[src/rtl/pe_feeder.sv]
// pe_feeder: streams NUM_TAPS (weight, inmap) pairs into one pe, captures each result on the
// rising edge of outmap_vld and accumulates the signed outraw values into a guarded running sum.
//   state | meaning
//   IDLE  | no job, buffers writable, waiting for start
//   ISSUE | first cycle of a tap, pair presented to the pe
//   WAIT  | pair held, waiting for outmap_vld rising edge or timeout
//   DONE  | job finished, results held, buffers writable
module pe_feeder #(
  parameter int DATA_SIZE = 8,
  parameter int HW_WIDTH  = 16,
  parameter int NUM_TAPS  = 9,
  parameter int TIMEOUT   = 64
) (
  input  logic                  clk,
  input  logic                  rst,
  input  logic                  wr_en,
  input  logic                  wr_sel,
  input  logic [3:0]            wr_addr,
  input  logic [DATA_SIZE-1:0]  wr_data,
  input  logic [DATA_SIZE-1:0]  bias_in,
  input  logic                  start,
  output logic [DATA_SIZE-1:0]  weight,
  output logic [DATA_SIZE-1:0]  inmap,
  output logic                  weight_vld,
  output logic                  inmap_vld,
  output logic [DATA_SIZE-1:0]  bias,
  input  logic [DATA_SIZE-1:0]  outmap,
  input  logic                  outmap_vld,
  input  logic [HW_WIDTH-1:0]   outraw,
  output logic [DATA_SIZE-1:0]  res_data,
  output logic                  res_vld,
  output logic [HW_WIDTH+3:0]   acc_sum,
  output logic                  busy,
  output logic                  done,
  output logic                  err
);
  localparam int ACC_W = HW_WIDTH + 4;
  localparam int CNT_W = (TIMEOUT > 2) ? $clog2(TIMEOUT) : 1;

  typedef enum logic [1:0] {S_IDLE, S_ISSUE, S_WAIT, S_DONE} state_t;

  state_t                state_q, state_d;
  logic [3:0]            tap_q, tap_d;
  logic [CNT_W-1:0]      cnt_q, cnt_d;
  logic                  vld_prev_q, vld_prev_d;
  logic [DATA_SIZE-1:0]  bias_q, bias_d;
  logic [DATA_SIZE-1:0]  res_data_q, res_data_d;
  logic                  res_vld_q, res_vld_d;
  logic [ACC_W-1:0]      acc_q, acc_d;
  logic                  done_q, done_d;
  logic                  err_q, err_d;
  logic [DATA_SIZE-1:0]  wbuf_q [NUM_TAPS];
  logic [DATA_SIZE-1:0]  wbuf_d [NUM_TAPS];
  logic [DATA_SIZE-1:0]  ibuf_q [NUM_TAPS];
  logic [DATA_SIZE-1:0]  ibuf_d [NUM_TAPS];

  logic idle_like;
  logic vld_edge;

  assign idle_like = (state_q == S_IDLE) || (state_q == S_DONE);
  assign vld_edge  = outmap_vld && !vld_prev_q;

  always_comb begin
    state_d    = state_q;
    tap_d      = tap_q;
    cnt_d      = cnt_q;
    bias_d     = bias_q;
    res_data_d = res_data_q;
    acc_d      = acc_q;
    err_d      = err_q;
    res_vld_d  = 1'b0;
    done_d     = (state_q == S_DONE) && res_vld_q;
    vld_prev_d = outmap_vld;
    wbuf_d     = wbuf_q;
    ibuf_d     = ibuf_q;

    // the write lands in the same edge as start, so ISSUE already sees it
    if (idle_like && wr_en && (int'(wr_addr) < NUM_TAPS)) begin
      if (wr_sel) ibuf_d[wr_addr] = wr_data;
      else        wbuf_d[wr_addr] = wr_data;
    end

    case (state_q)
      S_IDLE, S_DONE: begin
        if (start) begin
          state_d = S_ISSUE;
          tap_d   = 4'd0;
          acc_d   = '0;
          err_d   = 1'b0;
          bias_d  = bias_in;
        end
      end
      S_ISSUE: begin
        state_d = S_WAIT;
        cnt_d   = CNT_W'(TIMEOUT - 1);
      end
      S_WAIT: begin
        if (vld_edge) begin
          res_data_d = outmap;
          res_vld_d  = 1'b1;
          acc_d      = acc_q + {{4{outraw[HW_WIDTH-1]}}, outraw};
          if (tap_q == 4'(NUM_TAPS - 1)) begin
            state_d = S_DONE;
          end else begin
            tap_d   = tap_q + 4'd1;
            state_d = S_ISSUE;
          end
        end else if (cnt_q == '0) begin
          err_d   = 1'b1;
          state_d = S_IDLE;
        end else begin
          cnt_d = cnt_q - 1'b1;
        end
      end
      default: state_d = S_IDLE;
    endcase
  end

  always_ff @(posedge clk) begin
    if (rst) begin
      state_q    <= S_IDLE;
      tap_q      <= 4'd0;
      cnt_q      <= '0;
      vld_prev_q <= 1'b0;
      bias_q     <= '0;
      res_data_q <= '0;
      res_vld_q  <= 1'b0;
      acc_q      <= '0;
      done_q     <= 1'b0;
      err_q      <= 1'b0;
    end else begin
      state_q    <= state_d;
      tap_q      <= tap_d;
      cnt_q      <= cnt_d;
      vld_prev_q <= vld_prev_d;
      bias_q     <= bias_d;
      res_data_q <= res_data_d;
      res_vld_q  <= res_vld_d;
      acc_q      <= acc_d;
      done_q     <= done_d;
      err_q      <= err_d;
    end
  end

  // buffer contents carry no reset value
  always_ff @(posedge clk) begin
    wbuf_q <= wbuf_d;
    ibuf_q <= ibuf_d;
  end

  assign busy       = (state_q == S_ISSUE) || (state_q == S_WAIT);
  assign weight     = busy ? wbuf_q[tap_q] : '0;
  assign inmap      = busy ? ibuf_q[tap_q] : '0;
  assign weight_vld = busy;
  assign inmap_vld  = busy;
  assign bias       = bias_q;
  assign res_data   = res_data_q;
  assign res_vld    = res_vld_q;
  assign acc_sum    = acc_q;
  assign done       = done_q;
  assign err        = err_q;
endmodule

[config.mk]
export PLATFORM = sky130hd
export DESIGN_NAME = pe_feeder
export DESIGN_NICKNAME = d
export VERILOG_FILES = /design/src/rtl/pe_feeder.sv
export SDC_FILE = /design/constraint.sdc
export NUM_CORES = 1
export LEC_CHECK = 0
export CAP_MARGIN = 0
export CORE_ASPECT_RATIO = 0.7
export CORE_UTILIZATION = 40
export DETAILED_ROUTE_END_ITERATION = 8
export PLACE_DENSITY = 0.6
export SYNTH_ARGS = -nofsm -noshare
export SYNTH_HDL_FRONTEND = slang
export SYNTH_SLANG_ARGS = --single-unit
[constraint.sdc]
create_clock -name clk -period 2.75 [get_ports clk]
set_input_delay 0.4125 -clock clk [delete_from_list [all_inputs] [get_ports clk]]
set_output_delay 0.4125 -clock clk [all_outputs]
set_load 0.02 [all_outputs]
# Word-level counts from Yosys, hierarchy flattened
# Index checks and enable logic that the tools add are counted.
[word_totals]
wordCells = 105
inputBits = 50
reg_bits = 196
out_inout_bits = 58
[op_classes]
n_eq_ne = 11
n_addsub = 3
bitwise_logic = 4
n_reduce_logical = 23
n_lt_le_gt_ge = 4
muxes = 32
[ops]
columns = ["cell", "count"]
rows = [
  ["72-bit bitwise mux", 2],
  ["8-bit binary-select mux with 4-bit select", 2],
  ["8-bit two-way mux", 7],
  ["20-bit two-way mux", 2],
  ["20-bit one-hot mux with 2 select lines", 1],
  ["8-bit demux with 4-bit select", 1],
  ["20-bit adder", 1],
  ["4-bit two-way mux", 3],
  ["6-bit two-way mux", 2],
  ["2-bit != test (second input constant)", 6],
  ["6-bit one-hot mux with 2 select lines", 1],
  ["5-bit greater-or-equal comparator (second input constant)", 2],
  ["4-bit NOT with 5-bit output", 2],
  ["2-bit AND reduction", 5],
  ["2-bit two-way mux", 4],
  ["4-bit one-hot mux with 2 select lines", 1],
  ["4-bit AND reduction", 2],
  ["6-bit zero test", 1],
  ["2-bit one-hot mux with 3 select lines", 1],
  ["3-bit AND reduction", 2],
  ["6-bit by 1-bit subtractor with 6-bit output (second input constant)", 1],
  ["1-bit logical AND", 5],
  ["5-bit by 1-bit less-than comparator with 1-bit output (second input constant)", 1],
  ["4-bit by 1-bit adder with 4-bit output (second input constant)", 1],
  ["13 further kinds", 21],
]

# Logic depth before layout (Yosys ltp)
[depth]
word_depth = 6
mapped_depth = 10

# Worst setup path before layout
# OpenSTA, ideal clock, no wires.
[synth_path]
path_kind = "input to register"
start = "input outraw[0]"
end = "register acc_q[16] (netlist: acc_sum[16])"
required_ns = 2.681
setup_time_ns = 0.069
cell_stages = 9
slack_ns = 0.383
arrival_time_ns = 2.298
cell_sequence = "ha_1 -> fa_1 -> a211oi_1 -> nor2_1 -> o211ai_2 -> o311ai_2 -> a2111oi_0 -> a41oi_1 -> o21ai_1"
[synth_between]
elab_chain_len = 3
[synth_lines]
columns = ["item", "line_no", "text"]
rows = [
  ["start: declaration", "29", "input logic [HW_WIDTH-1:0] outraw,"],
  ["20-bit adder", "101", "acc_d = acc_q + {{4{outraw[HW_WIDTH-1]}}, outraw};"],
  ["20-bit two-way mux", "98", "if (vld_edge) begin"],
  ["20-bit one-hot mux with 2 select lines", "83", "case (state_q)"],
  ["end signal: assignment", "128", "acc_q <= '0;"],
  ["end signal: assignment", "139", "acc_q <= acc_d;"],
  ["end: declaration", "49", "logic [ACC_W-1:0] acc_q, acc_d;"],
]
# No other way between the ends. The select of a mux whose other input is x is not followed.
# A chain may end at the register's enable or synchronous reset.

# Final worst setup path
[layout_path]
start = "register tap_q[0]"
end = "output inmap[7]"
[layout_between]
elab_chain_len = 5
[layout_lines]
columns = ["item", "line_no", "text"]
rows = [
  ["start: declaration", "43", "logic [3:0] tap_q, tap_d;"],
  ["start signal: assignment", "133", "tap_q <= tap_d;"],
  ["4-bit NOT with 5-bit output (implied by the code)", "153", "assign inmap = busy ? ibuf_q[tap_q] : '0;"],
  ["8-bit binary-select mux with 4-bit select", "153", ""],
  ["8-bit two-way mux (implied by the code) (2 in series)", "153", ""],
  ["8-bit two-way mux", "153", ""],
  ["end: declaration", "23", "output logic [DATA_SIZE-1:0] inmap,"],
]
# No other way between the ends. The select of a mux whose other input is x is not followed.

==> summary.md <==
| Metric | Value |
|---|---|
| Final wirelength | `around 20000 µm` |
| Area occupied by multi-input gates | `slightly above 3000 µm²` |
| Final Wtd Congestion | `0.8310` |
| Pwr dens | `just over 600 nW/µm²` |
| Worst hold stages | `2` |
| CP Max Fanout | `6` |
| Critical path origin | `tap_q[0]$_SDFFE_PP0P_` |
| Starting density of the core | `0.4100` |
| CP max stage delay | `0.52 ns` |
| R2R setup slack | `0.34 ns` |
| Seq/Total Area, Yosys | `0.6272` |
| Clock Skew | `approximately 0.013 ns` |
| Area of the core | `around 21000 µm²` |
| Share of cells above drive strength 1 | `0.1724` |
| Syn_area_per_cell | `around 13 µm²` |
| Critical Path AT | `2.30 ns` |
| Required time of the critical path | `2.34 ns` |
| Ant diodes | `0` |
| Clock-pin slew on the worst setup and hold paths | `0.07 ns` |
| FF-to-FF Start | `state_q[0]$_SDFFE_PP0P_` |
| Largest cells by area after synthesis | `edfxtp_1 51%, dfxtp_1 12%, mux4_2 8.4%` |
| Worst-Skew Late Latency | `~0.43 ns` |
| Max_cap viols | `0` |
| Post-DRT Antenna Nets | `0` |
| Post-Syn Area | `about 8600 µm²` |
| Reg2reg path depth | `9` |
| # setup viols final | `0` |
| WHS | `0.4540 ns` |
| Slew Limit Fails | `0` |
| DRT Pass-1 Iters | `5` |
| VDD IR max | `393.9 µV` |
| Ys async rst share | `0` |
| Main synth FF type | `edfxtp_1` |
| First-pass GRT wire length | `30440 µm` |
| Crit-path cells | `buf_4, mux4_2, mux2i_1, nor2_1, a21oi_2, nor2_1, dlygate4sd2_1` |
| Status | `finished, final reports clean` |
| Global Route Usage Sum | `0.1820` |
| Setup TNS | `0 ns` |
| Actual slew at the worst max-slew pin | `roughly 0.74 ns` |
| Commonest cells post-synth | `144 x edfxtp_1, 76 x nor2_1, 58 x nand2_1` |
| Vias in the first global route | `between 5000 and 6000` |
| CP max stage cell | `mux4_2` |
| Post-DP HPWL | `13460 µm` |
| Final hold viol count | `0` |
| Most used cell, CP | `nor2_1` |
| Min-Delay Startpoint | `res_vld$_SDFF_PP0_` |
| Row cnt | `44` |
| Total CTS buffers | `17` |
| Vias per cell | `approximately 5.3` |
| Reg-to-Reg End | `ibuf_q[40]$_DFFE_PP_` |
| Post-synth EDFFs | `around 140` |
| Lkg Pwr | `roughly 3.8 nW` |
| Most frequent cell after synthesis | `edfxtp_1` |
| Final Net Count | `877` |
| Die Y-Extent | `around 120 µm` |
| Normalized max-slew margin | `0.5041` |
| Final WS setup | `0.04103 ns` |
| CTS Buffer Depth | `2` |
| Layout area overhead | `27.50%` |
| Distinct cells, synth | `a little under 60` |
| CTS H-tree lvls | `4` |
| Setup Crit Path Kind | `register to output pin` |
| DR DRC count | `0` |
| Yosys top cell by area | `edfxtp_1` |
| Largest net degree at the start of global routing | `31` |
| Yosys warns | `0` |
| CTS tree | `done` |
| CTS sink count | `196` |
| Post-synthesis net count | `between 700 and 800` |
| Root Buffer | `clkbuf_16` |
| IO Pins | `108` |
| WL per Instance | `17.97 µm` |
| Die footprint | `about 22000 µm²` |
| Crit end category | `output pin` |
| RSZ-0062 raised after global routing | `yes` |
| DP Worst Slack | `-0.1505 ns` |
| Gate Count Post-Synth | `between 600 and 700` |
| Reg area | `~5400 µm²` |
| Min-delay worst type | `register to register` |
| Input/output buffers | `between 100 and 150` |
| Clock period minus worst slack | `2.709 ns` |
| Hold worst-path end | `done$_SDFF_PP0_` |
| Die X | `176.8 µm` |
| Top cell type's share of synthesized area | `0.5055` |
| Post-synthesis register bit count | `roughly 200` |
| Tcrit/Tclk final | `0.9851` |
| Vias | `around 5700` |
| Initial antenna violation count | `0` |
| Type of origin of the critical path | `register` |
| Fillers | `1794` |
| FMAX | `369.1 MHz` |
| DR iter-0 viols | `432` |
| GRT overflow | `0` |
[worst max-delay path by stage]
stage | slack [ns] | depth (start not counted) | endpoint
finish | 0.04 | 7 | inmap[7]
global placement | -0.11 | 10 | acc_sum[16]$_SDFFE_PP0P_
CTS | -0.02 | 8 | weight[2]
global route | -0.07 | 7 | inmap[7]
detailed placement | -0.15 | 10 | acc_sum[16]$_SDFFE_PP0P_
floorplan | 0.38 | 9 | acc_sum[16]$_SDFFE_PP0P_
[placed cells by master, fill, tap and decap left out, types with 17 or more instances in the layout]
cell type	Yosys	final
a21oi_1	57	54
buf_4	2	56
clkbuf_16	0	18
clkdlybuf4s50_1	0	91
dfxtp_1	52	51
edfxtp_1	144	144
ha_1	26	26
mux2i_1	17	17
mux4_2	32	32
nand2_1	58	58
nor2_1	76	76
o21ai_0	17	17
[per-stage QoR]
step                  util  area, µm²  cells  power [W]
finish              0.5227      10910   1088   0.006785
global route        0.5227      10910   1088   0.007053
CTS                 0.5230      10910   1087   0.006838
detailed placement  0.4933      10290   1050   0.004399
global placement    0.4933      10290   1050   0.004374
floorplan                -       8554    644   0.003958
[cell families after synthesis]
group / Yosys count / share of synthesized area
adder cells (fa/ha/maj): 27 / 0.04037
flip-flops: 196 / 0.6272
AND/OR/NAND/NOR: 182 / 0.09434
buffers and inverters: 46 / 0.02194
AO/OA/AOI/OAI: 123 / 0.09054
XOR/XNOR: 21 / 0.02150
multiplexers: 49 / 0.1041
[per-layer routing]
metal / up-vias / global-route usage / share of wire
met2: 187 / 0.2770 / 0.44
met3: 15 / 0.04274 / 0.075
met1: 2811 / 0.2591 / 0.47
li1: 2719 / - / -
met5: - / 0 / 0
met4: 0 / 0.05172 / 0.0098
[worst max-delay path, delay by kind of cell (launching register included)]
kind / cells / cell delay [ns]
simple gates: 2 / 0.12
buf+inv: 2 / 0.51
compound gates: 1 / 0.13
flops: 1 / 0.42
mux: 2 / 0.70
[sequential cells by signal, indices dropped and copies added (netlist names)]
signal	flops
ibuf_q	72
res_data	8
wbuf_q	72
state_q	2
err	1
tap_q	4
vld_prev_q	1
done	1
bias	8
cnt_q	6
res_vld	1
acc_sum	20
[power breakdown]
group / switching [W] / internal (W) / total [W] / leakage [nW]
registers: 0.0000519 / 0.00323 / 0.00328 / 1.72
logic: 0.000560 / 0.000516 / 0.00108 / 1.83
clock network: 0.00109 / 0.00134 / 0.00242 / 0.265
total: 0.00170 / 0.00509 / 0.00678 / 3.82
[repair_timing]
item | in CTS | in global routing
gates cloned | 0 | 1
setup endpoints to repair | 16 | 13
hold buffers | 0 | 0
gates resized for setup | 34 | 11
setup buffers | 6 | 0
[final cells by class]
| class | count | share of cell area |
|---|---|---|
| well taps | 276 | 0.03166 |
| clock buffers | 19 | 0.03969 |
| flip-flops and latches | 196 | 0.4923 |
| repair buffers | 169 | 0.1427 |
| clock inverters | 12 | 0.01205 |
| multi-input cells | 402 | 0.2768 |
| inverters | 14 | 0.004818 |
Power figures use the tool's default switching activity.
